## config.mk

```make
export PLATFORM = sky130hd
export DESIGN_NAME = uart_rx_fsm
export DESIGN_NICKNAME = d
export VERILOG_FILES = /design/src/rtl/uart_rx_fsm.sv
export SDC_FILE = /design/constraint.sdc
export NUM_CORES = 1
export LEC_CHECK = 0
export ABC_AREA = 1
export CORE_MARGIN = 2
export CORE_UTILIZATION = 35
export DETAILED_ROUTE_END_ITERATION = 7
export GPL_TIMING_DRIVEN = 0
export PLACE_DENSITY_LB_ADDON = 0.3
export SETUP_SLACK_MARGIN = 0.3
export SLEW_MARGIN = 10
export SYNTH_ARGS = -nofsm -noshare
export SYNTH_HDL_FRONTEND = slang
export SYNTH_SLANG_ARGS = --single-unit
```

## constraint.sdc

```tcl
create_clock -name CLK -period 1.54 [get_ports CLK]
set_clock_uncertainty 0.05 [all_clocks]
set_input_delay 0.231 -clock CLK [delete_from_list [all_inputs] [get_ports CLK]]
set_output_delay 0.231 -clock CLK [all_outputs]
set_load 0.02 [all_outputs]
```

## src/rtl/uart_rx_fsm.sv

```systemverilog
// UART receiver control FSM: detects the start bit, sequences one frame through the
// external edge/bit counter and decodes per-bit strobes plus the final data_valid pulse.
module uart_rx_fsm #(
   parameter int DATA_WIDTH = 8
) (
   input  logic       CLK,
   input  logic       RST,
   input  logic       RX_IN,
   input  logic       PAR_EN,
   input  logic [5:0] Prescale,
   input  logic [5:0] edge_cnt,
   input  logic [7:0] bit_cnt,
   input  logic       strt_glitch,
   input  logic       par_err,
   input  logic       stp_err,
   output logic       cnt_enable,
   output logic       dat_samp_en,
   output logic       strt_chk_en,
   output logic       deser_en,
   output logic       par_chk_en,
   output logic       stp_chk_en,
   output logic       data_valid,
   output logic       busy
);

   typedef enum logic [2:0] {
      IDLE,
      START,
      DATA,
      PARITY,
      STOP,
      ERR_CHK
   } state_t;

   state_t state_reg, state_next;
   logic   par_en_q, par_en_next;
   logic   bit_end;

   assign bit_end = (edge_cnt == (Prescale - 6'd1));

   always_ff @(posedge CLK) begin
      if (!RST) begin
         state_reg <= IDLE;
         par_en_q  <= 1'b0;
      end else begin
         state_reg <= state_next;
         par_en_q  <= par_en_next;
      end
   end

   always_comb begin
      state_next  = state_reg;
      par_en_next = par_en_q;
      cnt_enable  = 1'b0;
      dat_samp_en = 1'b0;
      strt_chk_en = 1'b0;
      deser_en    = 1'b0;
      par_chk_en  = 1'b0;
      stp_chk_en  = 1'b0;
      data_valid  = 1'b0;
      busy        = 1'b1;

      case (state_reg)
         IDLE: begin
            busy = 1'b0;
            if (!RX_IN) begin
               state_next  = START;
               par_en_next = PAR_EN;
            end
         end

         START: begin
            cnt_enable  = 1'b1;
            dat_samp_en = 1'b1;
            strt_chk_en = 1'b1;
            if (bit_end && (bit_cnt == 8'd0)) begin
               state_next = strt_glitch ? IDLE : DATA;
            end
         end

         DATA: begin
            cnt_enable  = 1'b1;
            dat_samp_en = 1'b1;
            deser_en    = bit_end;
            if (bit_end && (bit_cnt == 8'(DATA_WIDTH))) begin
               state_next = par_en_q ? PARITY : STOP;
            end
         end

         PARITY: begin
            cnt_enable  = 1'b1;
            dat_samp_en = 1'b1;
            par_chk_en  = bit_end;
            if (bit_end) begin
               state_next = STOP;
            end
         end

         STOP: begin
            cnt_enable  = 1'b1;
            dat_samp_en = 1'b1;
            stp_chk_en  = bit_end;
            if (bit_end) begin
               state_next = ERR_CHK;
            end
         end

         ERR_CHK: begin
            // Counter is released here so a back-to-back START finds it cleared.
            data_valid = !stp_err && !(par_en_q && par_err);
            if (!RX_IN) begin
               state_next  = START;
               par_en_next = PAR_EN;
            end else begin
               state_next = IDLE;
            end
         end

         default: begin
            busy       = 1'b0;
            state_next = IDLE;
         end
      endcase
   end

endmodule

```

==> summary.txt, run 1 <==
Job
  • Max-cap violations: 0

Floorplanning
  • Core area: about 1700 um2
  • Die footprint: around 2200 um2
  • Chip height: between 40 and 50 um
  • # IOs: 35
  • Row count: 15
  • Die X: around 47 um
  • Starting Density: 0.3749

Synth
  • Post-synth net total: between 150 and 200
  • Ys Warns: 0
  • Ranking of synthesized cells by area: nand2_1 (21%), nor2_1 (14%), dfxtp_1 (12%), inv_1 (12%), nand3b_1 (4.6%)
  • Post-synth top area cell: nand2_1
  • Synth top area share: 0.2065
  • Synth unique cells: 22
  • Post-synthesis sequential area ratio: 0.1224
  • Post-synth EDFFs: 0
  • Dominant cell by count in the synthesized netlist: nand2_1
  • Commonest cells post-synth: nand2_1 (36), nor2_1 (24), inv_1 (21)
  • Prevailing post-synth register cell: dfxtp_1
  • Synthesized area: 654.4 um2
  • Flops & latches, synth: 4
  • Synth Instances: 123
  • Syn Area/Cell: approximately 5.3 um2
  • Async SR Flop Fraction: 0

Power and ir drop
  • Power per cell area: 1406 nW/um2
  • P_leak: around 0.61 nW
  • Tot Pwr: 1.923 mW
  • Peak VDD IR: ~1.5 mV

Layout
  • ANT cells: 0
  • Filler cells: ~130
  • Layout Utilization: 0.7835
  • Share of post-route cells with drive strength above 1: 0.4509
  • Number of flip-flops under the largest register name: 3
  • Fin cells: approximately 200
  • Area delta synth->final: 109.0%
  • Design Area, Final: about 1400 um2
  • Layout net count: 203

Run status
  • Failing checks: negative setup slack
  • Status: finished with violations

Setup path
  • FF-to-FF path depth: 6
  • Element type at the critical path start: input pin
  • Setup crit end kind: flip-flop
  • RR Endpoint: state_reg[2]$_SDFFE_PN0P_
  • Worst EP required: ~1700 ps
  • Worst reg2reg path startpoint: state_reg[1]$_SDFFE_PN0P_
  • Flop2flop setup slack: approximately 10 ps
  • Critical-path maximum fanout: 5
  • Worst EP arrival: 1950 ps
  • CP Class: in2reg

Global route
  • Gr ovfl total: 0
  • Via count of the first global-routing pass: 857
  • GRT Util Overall: 0.2048
  • Initial antenna violation count: 0
  • First-pass GRT wire length: roughly 3300 um
  • Largest net degree at the start of global routing: 6

Timing
  • Slew headroom: 0.8131
  • Setup TNS: -1469 ps
  • Min cycle time layout: around 1800 ps
  • RSZ-0062 raised after global routing: yes
  • Hold Vio Cnt, Final: 0
  • Slew Limit Fails: 0
  • Final setup margin: -301.1 ps
  • WHS: between 400 and 500 ps
  • Worst Tran Pin Value: about 280 ps
  • Fmax: ~0.54 GHz
  • Fin crit share: 1.196
  • Final setup viols: 7

Worst hold path
  • Worst Hold Class: in2reg
  • Hold Crit Depth: 3
  • Hold EP: par_en_q$_SDFFE_PN0P_
  • Hold Crit Start: PAR_EN

Clock network
  • Inserted Clock Buffers: 3
  • CTS Buffer Depth: 2
  • H-tree depth: 1
  • CTS tree: built
  • Clk_lat worst skew: between 200 and 250 ps
  • CTS Sinks: 4
  • Worst-path clk slew: roughly 30 ps
  • Clock root buffer: clkbuf_4

Routing
  • Initial drt markers: 28
  • Vias per cell: between 4 and 5
  • Vias: 987
  • Initial DRT Pass Iterations: 5
  • ANT nets after route: 0
  • Drc violations: 0
  • Total Wirelength: 2553 um
  • Wire per inst: around 13 um

Placement
  • GP Congestion: between 0.8 and 0.9
  • Detailed-placement wirelength estimate: 1536 um
  • Post-DP Area: around 1100 um2
  • Placed cell count: approximately 180
  • Pre-CTS WS: -1286 ps
  • # port buffers: 34
where the power goes:
group | leakage, nW | internal [mW] | switching (mW)
sequential | 0.0350 | 0.169 | 0.115
combinational | 0.560 | 0.687 | 0.830
clock | 0.0138 | 0.0867 | 0.0356
critical path, cell delays in order:
cell and delay, ps:
dlygate4sd2_1 300, nor2_1 150, nand3_1 110, nand2_1 110
inv_2 50, nor2_4 130, nand3_4 150, buf_6 160
a21oi_4 160, nand3_2 130, nand2_1 90, nand2_1 90
nor2_2 80
repair_timing:
| item | CTS | global route |
|---|---|---|
| setup buffers | 7 | 6 |
| endpoints found under the setup margin | 12 | 12 |
| resized for setup | 95 | 26 |
| hold buffers | 0 | 0 |
| pin swaps | 18 | 18 |
cell families after synthesis:
family	Yosys count	synth area share
compound gates	10	0.1071
fa+ha+maj	1	0.01912
flops	4	0.1224
simple gates	84	0.6080
buf+inv	24	0.1434
worst max-delay path by stage:
stage,from,endpoint,cells past startpoint
after CTS,Prescale[0],state_reg[1]$_SDFFE_PN0P_,16
after global routing,Prescale[3],state_reg[1]$_SDFFE_PN0P_,13
final,Prescale[3],state_reg[1]$_SDFFE_PN0P_,13
after global placement,Prescale[0],deser_en,12
after floorplan,Prescale[0],state_reg[1]$_SDFFE_PN0P_,13
after detailed placement,Prescale[0],deser_en,12
final cells by class:
| class | instances | area (um2) | share of cell area |
|---|---|---|---|
| buffer | 1 | 11.26 | 0.008234 |
| clock buffer | 3 | 22.52 | 0.01647 |
| inverter | 23 | 121.4 | 0.08875 |
| multi-input combinational | 95 | 644.4 | 0.4712 |
| sequential | 4 | 91.34 | 0.06679 |
| tap | 25 | 31.28 | 0.02287 |
| timing repair buffer | 47 | 445.4 | 0.3257 |
layer usage:
metal / vias up / GRT usage / part of all wire
met5: - / 0 / 0
met2: 52 / 0.4243 / 0.55
met1: 439 / 0.2073 / 0.34
li1: 482 / - / -
met3: 14 / 0.01154 / 0.058
met4: 0 / 0.07222 / 0.046
cells in the final DEF (no fill, tap or decap), types with 4 or more instances in the layout:
master | Yosys | final
inv_1 | 21 | 9
nor2_2 | 3 | 7
buf_4 | 1 | 12
nand2_1 | 36 | 32
nor2_1 | 24 | 14
dlygate4sd2_1 | 0 | 8
nand2_2 | 3 | 5
nor2_4 | 2 | 8
clkdlybuf4s50_1 | 0 | 15
buf_6 | 0 | 9
nand4_1 | 4 | 4
inv_2 | 2 | 8
nand3b_1 | 4 | 4
(Power assumes the default switching activity.)
==> inputs of run 2 (changes only) <==
- CTS_CLUSTER_SIZE: default -> 12
- RECOVER_POWER: default -> 50
- SKIP_LAST_GASP: default -> 1
==> summary.txt, run 2 (synthesized netlist as in run 1, its figures left out) <==
Worst hold path
  • Worst Hold Class: in2reg (unchanged)

Global route
  • Initial antenna violation count: 0 (unchanged)
  • First-pass GRT wire length: 3284 um (unchanged)
  • Via count of the first global-routing pass: 859 (was 857)
  • Largest net degree at the start of global routing: 6 (unchanged)
  • Grt peak-use layer: met2 (unchanged)
  • Met3 usage: 0.01154 (unchanged)
  • GRT Util Overall: 0.2048 (unchanged)
  • Gr ovfl total: 0 (unchanged)
  • Met2 Use GR: 0.4243 (unchanged)
  • Grt met1 use: 0.2073 (unchanged)

Clock network
  • H-tree depth: 1 (unchanged)
  • Worst-path clk slew: 30 ps (about the same)
  • Hold-fix buffer count after cts: 0 (unchanged)
  • CTS tree: built (unchanged)
  • CTS Sinks: 4 (unchanged)
  • CTS Buffer Depth: 2 (unchanged)
  • Clock root buffer: clkbuf_4 (unchanged)
  • Inserted Clock Buffers: 3 (unchanged)
  • Clk_lat worst skew: 230 ps (about the same)

Routing
  • Initial DRT Pass Iterations: 4 (was 5)
  • Drc violations: 0 (unchanged)
  • Total Wirelength: 2520 um (was 2553 um)
  • ANT nets after route: 0 (unchanged)
  • Wire per inst: 12.73 um (was 12.89 um)
  • Vias: 977 (was 987)
  • Initial drt markers: 28 (unchanged)
  • Vias per cell: 4.934 (was 4.985)

Run status
  • Failing checks: negative setup slack (unchanged)
  • Status: finished with violations (unchanged)

Timing
  • Slew Limit Fails: 0 (unchanged)
  • Worst Tran Pin Value: 272.1 ps (was 277.4 ps)
  • Fmax: 0.5568 GHz (was 0.5431 GHz)
  • Min cycle time layout: 1796 ps (was 1841 ps)
  • RSZ-0062 raised after global routing: yes (unchanged)
  • Fin crit share: 1.166 (was 1.196)
  • Hold Vio Cnt, Final: 0 (unchanged)
  • Slew headroom: 0.8167 (was 0.8131)
  • Final setup margin: -255.9 ps (was -301.1 ps)
  • Final setup viols: 7 (unchanged)
  • Setup TNS: -1294 ps (was -1469 ps)

Layout
  • Share of post-route cells with drive strength above 1: 0.4451 (was 0.4509)
  • Leading cell type in the layout, fill and taps excluded: nand2_1 (unchanged)
  • Layout net count: 203 (unchanged)
  • ANT cells: 0 (unchanged)
  • Filler cells: 129 (was 125)
  • Area delta synth->final: 106.3% (was 109.0%)
  • Most frequent cells in the layout: nand2_1 (32), clkdlybuf4s50_1 (15), nor2_1 (14) (unchanged)
  • Number of flip-flops under the largest register name: 3 (unchanged)
  • Layout Utilization: 0.7735 (was 0.7835)

Floorplanning
  • Chip height: 47.24 um (unchanged)
  • Die footprint: 2232 um2 (unchanged)
  • Starting Density: 0.3749 (unchanged)
  • # IOs: 35 (unchanged)
  • Row count: 15 (unchanged)
  • Die X: 47.24 um (unchanged)
  • Core area: 1745 um2 (unchanged)

Power and ir drop
  • Comb pwr share: 0.781 (was 0.789)
  • Switching power: 944.2 uW (was 980.5 uW)
  • Clock power frac: 0.066 (was 0.064)
  • Switching power share of the total: 0.5105 (was 0.5099)
  • Seq pwr share: 0.154 (was 0.148)
  • P_leak: 0.6056 nW (was 0.6092 nW)
  • Peak VDD IR: 1.385 mV (was 1.486 mV)
  • Internal power consumption: 905.4 uW (was 942.2 uW)
  • Power per cell area: 1370 nW/um2 (was 1406 nW/um2)

Setup path
  • CP Class: in2reg (unchanged)
  • Element type at the critical path start: input pin (unchanged)
  • Setup crit end kind: flip-flop (unchanged)
  • Worst EP arrival: 1900 ps (was 1950 ps)
  • Critical-path maximum fanout: 5 (unchanged)
  • Worst EP required: 1650 ps (about the same)

Placement
  • GP Congestion: 0.8343 (unchanged)
  • Detailed-placement wirelength estimate: 1536 um (unchanged)
  • # port buffers: 34 (unchanged)

Job
  • Max-cap violations: 0 (unchanged)
[run 2: changes by cell type in the layout (fill, tap and decap cells not counted)]
cell,change
nand3_2,+1
nand3_4,-1
inv_2,+1
a21oi_1,+1
buf_6,-1
o21ai_1,-1
clkbuf_4,+1
inv_4,-1
a21oi_2,-1
o21ai_0,+1
[run 2: metal layers]
metal / wire, um / share of wire / vias up
li1: - / - / 484
met1: 913 / 0.36 / 430
met2: 1360 / 0.54 / 51
met3: 140 / 0.056 / 12
met4: 105 / 0.042 / 0
met5: 0 / 0 / -
[run 2: layout make-up]
class,instances,area (um2),area share
repair buffers,47,445.4,0.3299
clock buffers,3,22.52,0.01668
plain buffers,1,7.507,0.005561
multi-input cells,95,633.1,0.4690
inverters,23,118.9,0.08804
well taps,25,31.28,0.02317
flip-flops and latches,4,91.34,0.06766
[run 2: worst max-delay path, cell delays in order]
cell and delay (ps):
dlygate4sd2_1 290, nor2_1 120, nand3_1 110, nand2_1 110, inv_2 50, nor2_4 130, nand3_4 150, buf_6 160
a21oi_4 150, nand3_2 120, nand2_1 90, nand2_1 80, nor2_2 80
[run 2: per-stage QoR]
stage / std cells / total power [mW] / area (um2) / hold slack (ps) / setup WS [ps]
3_3_place_gp: 182 / 1.198 / 1115 / 571.8 / -1253
5_1_grt: 198 / 1.955 / 1350 / 542.1 / -374.8
4_1_cts: 192 / 1.513 / 1266 / 490.4 / -213.3
2_1_floorplan: 123 / 0.8686 / 743.2 / 290.2 / -32.54
6_report: 198 / 1.850 / 1350 / 495.0 / -255.9
3_5_place_dp: 182 / 1.225 / 1115 / 583.5 / -1286
[run 2: path summary, 6_finish.rpt]
path | startpoint | end | slack, ps | cells past startpoint
setup / recovery | Prescale[3] | state_reg[1]$_SDFFE_PN0P_ | -260 | 13
hold / removal | PAR_EN | par_en_q$_SDFFE_PN0P_ | 490 | 3
setup reg to reg | state_reg[1]$_SDFFE_PN0P_ | state_reg[2]$_SDFFE_PN0P_ | 20 | 6
hold reg to reg | par_en_q$_SDFFE_PN0P_ | par_en_q$_SDFFE_PN0P_ | 590 | 2
[run 2: what timing repair did]
item / 4_1_cts / 5_1_grt
endpoints found under the hold margin: 0 / 0
setup buffers: 7 / 6
pin swaps: 18 / 17
setup endpoints to repair: 12 / 12
resized for setup: 95 / 22
[run 2: power by group through the flow]
stage | Sequential, mW | Clock [mW] | Combinational, mW
after floorplan | 0.200 | 0 | 0.668
after global placement | 0.208 | 0 | 0.990
after detailed placement | 0.212 | 0 | 1.01
after CTS | 0.248 | 0.126 | 1.14
after global routing | 0.289 | 0.127 | 1.54
final | 0.284 | 0.121 | 1.44
==> inputs of run 3 (changes only) <==
- REMOVE_ABC_BUFFERS: default -> 1
==> summary.txt, run 3 (synthesized netlist as in run 1, its figures left out) <==
Run status
  • Status: finished with violations (unchanged)
  • Failing checks: negative setup slack (unchanged)

Clock network
  • H-tree depth: 1 (unchanged)
  • Clock root buffer: clkbuf_4 (unchanged)
  • CTS Sinks: 4 (unchanged)
  • CTS Buffer Depth: 2 (unchanged)
  • CTS tree: built (unchanged)
  • Clk_lat worst skew: 230 ps (about the same)
  • Worst-path clk slew: 40 ps (was 30 ps)
  • Inserted Clock Buffers: 3 (unchanged)

Layout
  • Most frequent cells in the layout: nand2_1 (32), nor2_1 (20), inv_1 (16) (was nand2_1 (32), clkdlybuf4s50_1 (15), nor2_1 (14))
  • Seq. cell area: 86.33 um2 (was 91.34 um2)
  • Number of flip-flops under the largest register name: 3 (unchanged)
  • Area delta synth->final: 76.67% (was 106.3%)
  • Leading cell type in the layout, fill and taps excluded: nand2_1 (unchanged)
  • Layout net count: 194 (was 203)
  • Design Area, Final: 1156 um2 (was 1350 um2)
  • Filler cells: 159 (was 129)
  • Fin cells: 189 (was 198)
  • ANT cells: 0 (unchanged)
  • Share of post-route cells with drive strength above 1: 0.3293 (was 0.4451)
  • Multi-input logic area: 554.3 um2 (was 633.1 um2)

Setup path
  • Most used cell, CP: nand2_2 (was nand2_1)
  • Critical path's slowest cell: ha_4 (was dlygate4sd2_1)
  • Critical Path Max Stage Delay: 260 ps (was 290 ps)
  • CP Class: in2out (was in2reg)
  • Critical-path maximum fanout: 4 (was 5)
  • Crit-path cells: buf_8 > inv_4 > ha_4 > inv_2 > nand2_2 > nand2_2 > nor2_4 > nand2_2 > nor2_4 > nand3_4 > nor2_2 > buf_6 (was dlygate4sd2_1 > nor2_1 > nand3_1 > nand2_1 > inv_2 > nor2_4 > nand3_4 > buf_6 > a21oi_4 > nand3_2 > nand2_1 > nand2_1 > nor2_2)
  • Worst EP required: 1260 ps (was 1650 ps)
  • Element type at the critical path start: input pin (unchanged)
  • Flop2flop setup slack: 110 ps (was 20 ps)
  • Worst EP arrival: 1380 ps (was 1900 ps)
  • Setup crit end kind: output pin (was flip-flop)

Floorplanning
  • Die footprint: 2232 um2 (unchanged)
  • Die X: 47.24 um (unchanged)
  • # IOs: 35 (unchanged)
  • Chip height: 47.24 um (unchanged)
  • Row count: 15 (unchanged)
  • Core area: 1745 um2 (unchanged)
  • Starting Density: 0.3749 (unchanged)

Power and ir drop
  • Power per cell area: 1206 nW/um2 (was 1370 nW/um2)
  • P_leak: 0.5411 nW (was 0.6056 nW)
  • Peak VDD IR: 0.9372 mV (was 1.385 mV)
  • Seq pwr share: 0.175 (was 0.154)
  • Comb pwr share: 0.735 (was 0.781)
  • Switching power: 715.5 uW (was 944.2 uW)
  • Clock power frac: 0.090 (was 0.066)
  • Internal power consumption: 678.2 uW (was 905.4 uW)
  • Switching power share of the total: 0.5134 (was 0.5105)

Routing
  • WL met1: 763 um (was 913 um)
  • Total Wirelength: 1967 um (was 2520 um)
  • Max layer used: met4 (unchanged)
  • Vias: 902 (was 977)
  • Wire per inst: 10.41 um (was 12.73 um)
  • Initial DRT Pass Iterations: 4 (unchanged)
  • Met3 routed WL: 110 um (was 140 um)
  • ANT nets after route: 0 (unchanged)
  • Vias per cell: 4.772 (was 4.934)
  • Met2 wire len: 1073 um (was 1360 um)
  • Drc violations: 0 (unchanged)
  • Initial drt markers: 15 (was 28)

Placement
  • GP Congestion: 0.8878 (was 0.8343)
  • Placed cell count: 181 (was 182)
  • Post-DP Area: 1018 um2 (was 1115 um2)
  • Detailed-placement wirelength estimate: 1480 um (was 1536 um)
  • # port buffers: 34 (unchanged)

Timing
  • Fin crit share: 1.078 (was 1.166)
  • Slew Limit Fails: 0 (unchanged)
  • Worst Tran Pin Value: 274.7 ps (was 272.1 ps)
  • Hold Vio Cnt, Final: 0 (unchanged)
  • Final setup viols: 9 (was 7)
  • Fmax: 0.6022 GHz (was 0.5568 GHz)
  • Final setup margin: -120.5 ps (was -255.9 ps)
  • Min cycle time layout: 1661 ps (was 1796 ps)
  • RSZ-0062 raised after global routing: yes (unchanged)
  • Slew headroom: 0.8169 (was 0.8167)

Worst hold path
  • Worst Hold Class: in2reg (unchanged)

Global route
  • First-pass GRT wire length: 2753 um (was 3284 um)
  • GRT Util Overall: 0.1655 (was 0.2048)
  • Initial antenna violation count: 0 (unchanged)
  • Via count of the first global-routing pass: 771 (was 859)
  • Gr ovfl total: 0 (unchanged)
  • Largest net degree at the start of global routing: 6 (unchanged)

Job
  • Max-cap violations: 0 (unchanged)
## run 3: repair_timing
item,4_1_cts,5_1_grt
buffers inserted,4,1
pin swaps,12,18
hold buffers,0,0
setup endpoints to repair,11,12
gates resized for setup,73,27
## run 3: worst paths after layout
check,cells past startpoint,end,from
min,3,par_en_q$_SDFFE_PN0P_,PAR_EN
min reg2reg,2,par_en_q$_SDFFE_PN0P_,par_en_q$_SDFFE_PN0P_
max reg2reg,10,state_reg[1]$_SDFFE_PN0P_,state_reg[1]$_SDFFE_PN0P_
max,12,par_chk_en,Prescale[1]
## run 3: layout make-up
cell class,count,area share
multi-input combinational,95,0.4794
timing repair buffer,39,0.3182
inverter,23,0.08117
sequential,4,0.07468
tap,25,0.02706
clock buffer,3,0.01948
## run 3: power groups by stage
| stage | Clock (mW) | Sequential, mW | Combinational, mW |
|---|---|---|---|
| final | 0.125 | 0.244 | 1.02 |
| after floorplan | 0 | 0.182 | 0.576 |
| after global routing | 0.140 | 0.249 | 1.13 |
| after CTS | 0.132 | 0.225 | 0.899 |
| after global placement | 0 | 0.191 | 0.894 |
| after detailed placement | 0 | 0.194 | 0.912 |
## run 3: critical path: cells and delay by family
family,cells,cell delay (ps)
simple gates,7,610
fa+ha+maj,1,260
buf+inv,4,280
## run 3: routing by layer
layer / global-route usage / vias to the layer above
met4: 0.06111 / 0
met5: 0 / -
li1: - / 465
met2: 0.3270 / 32
met1: 0.1785 / 403
met3: 0.01154 / 2
## run 3: through the flow
step / util / hold WS (ps) / TNS [ps] / power [mW] / setup slack [ps]
CTS: 0.6280 / 498.5 / -1101 / 1.255 / -148.3
global placement: 0.5835 / 535.9 / -6573 / 1.085 / -1104
detailed placement: 0.5835 / 548.5 / -6980 / 1.106 / -1142
floorplan: - / 290.2 / -811.2 / 0.7581 / -207.1
finish: 0.6624 / 501.3 / -713.1 / 1.394 / -120.5
global route: 0.6624 / 545.4 / -1429 / 1.516 / -198.1
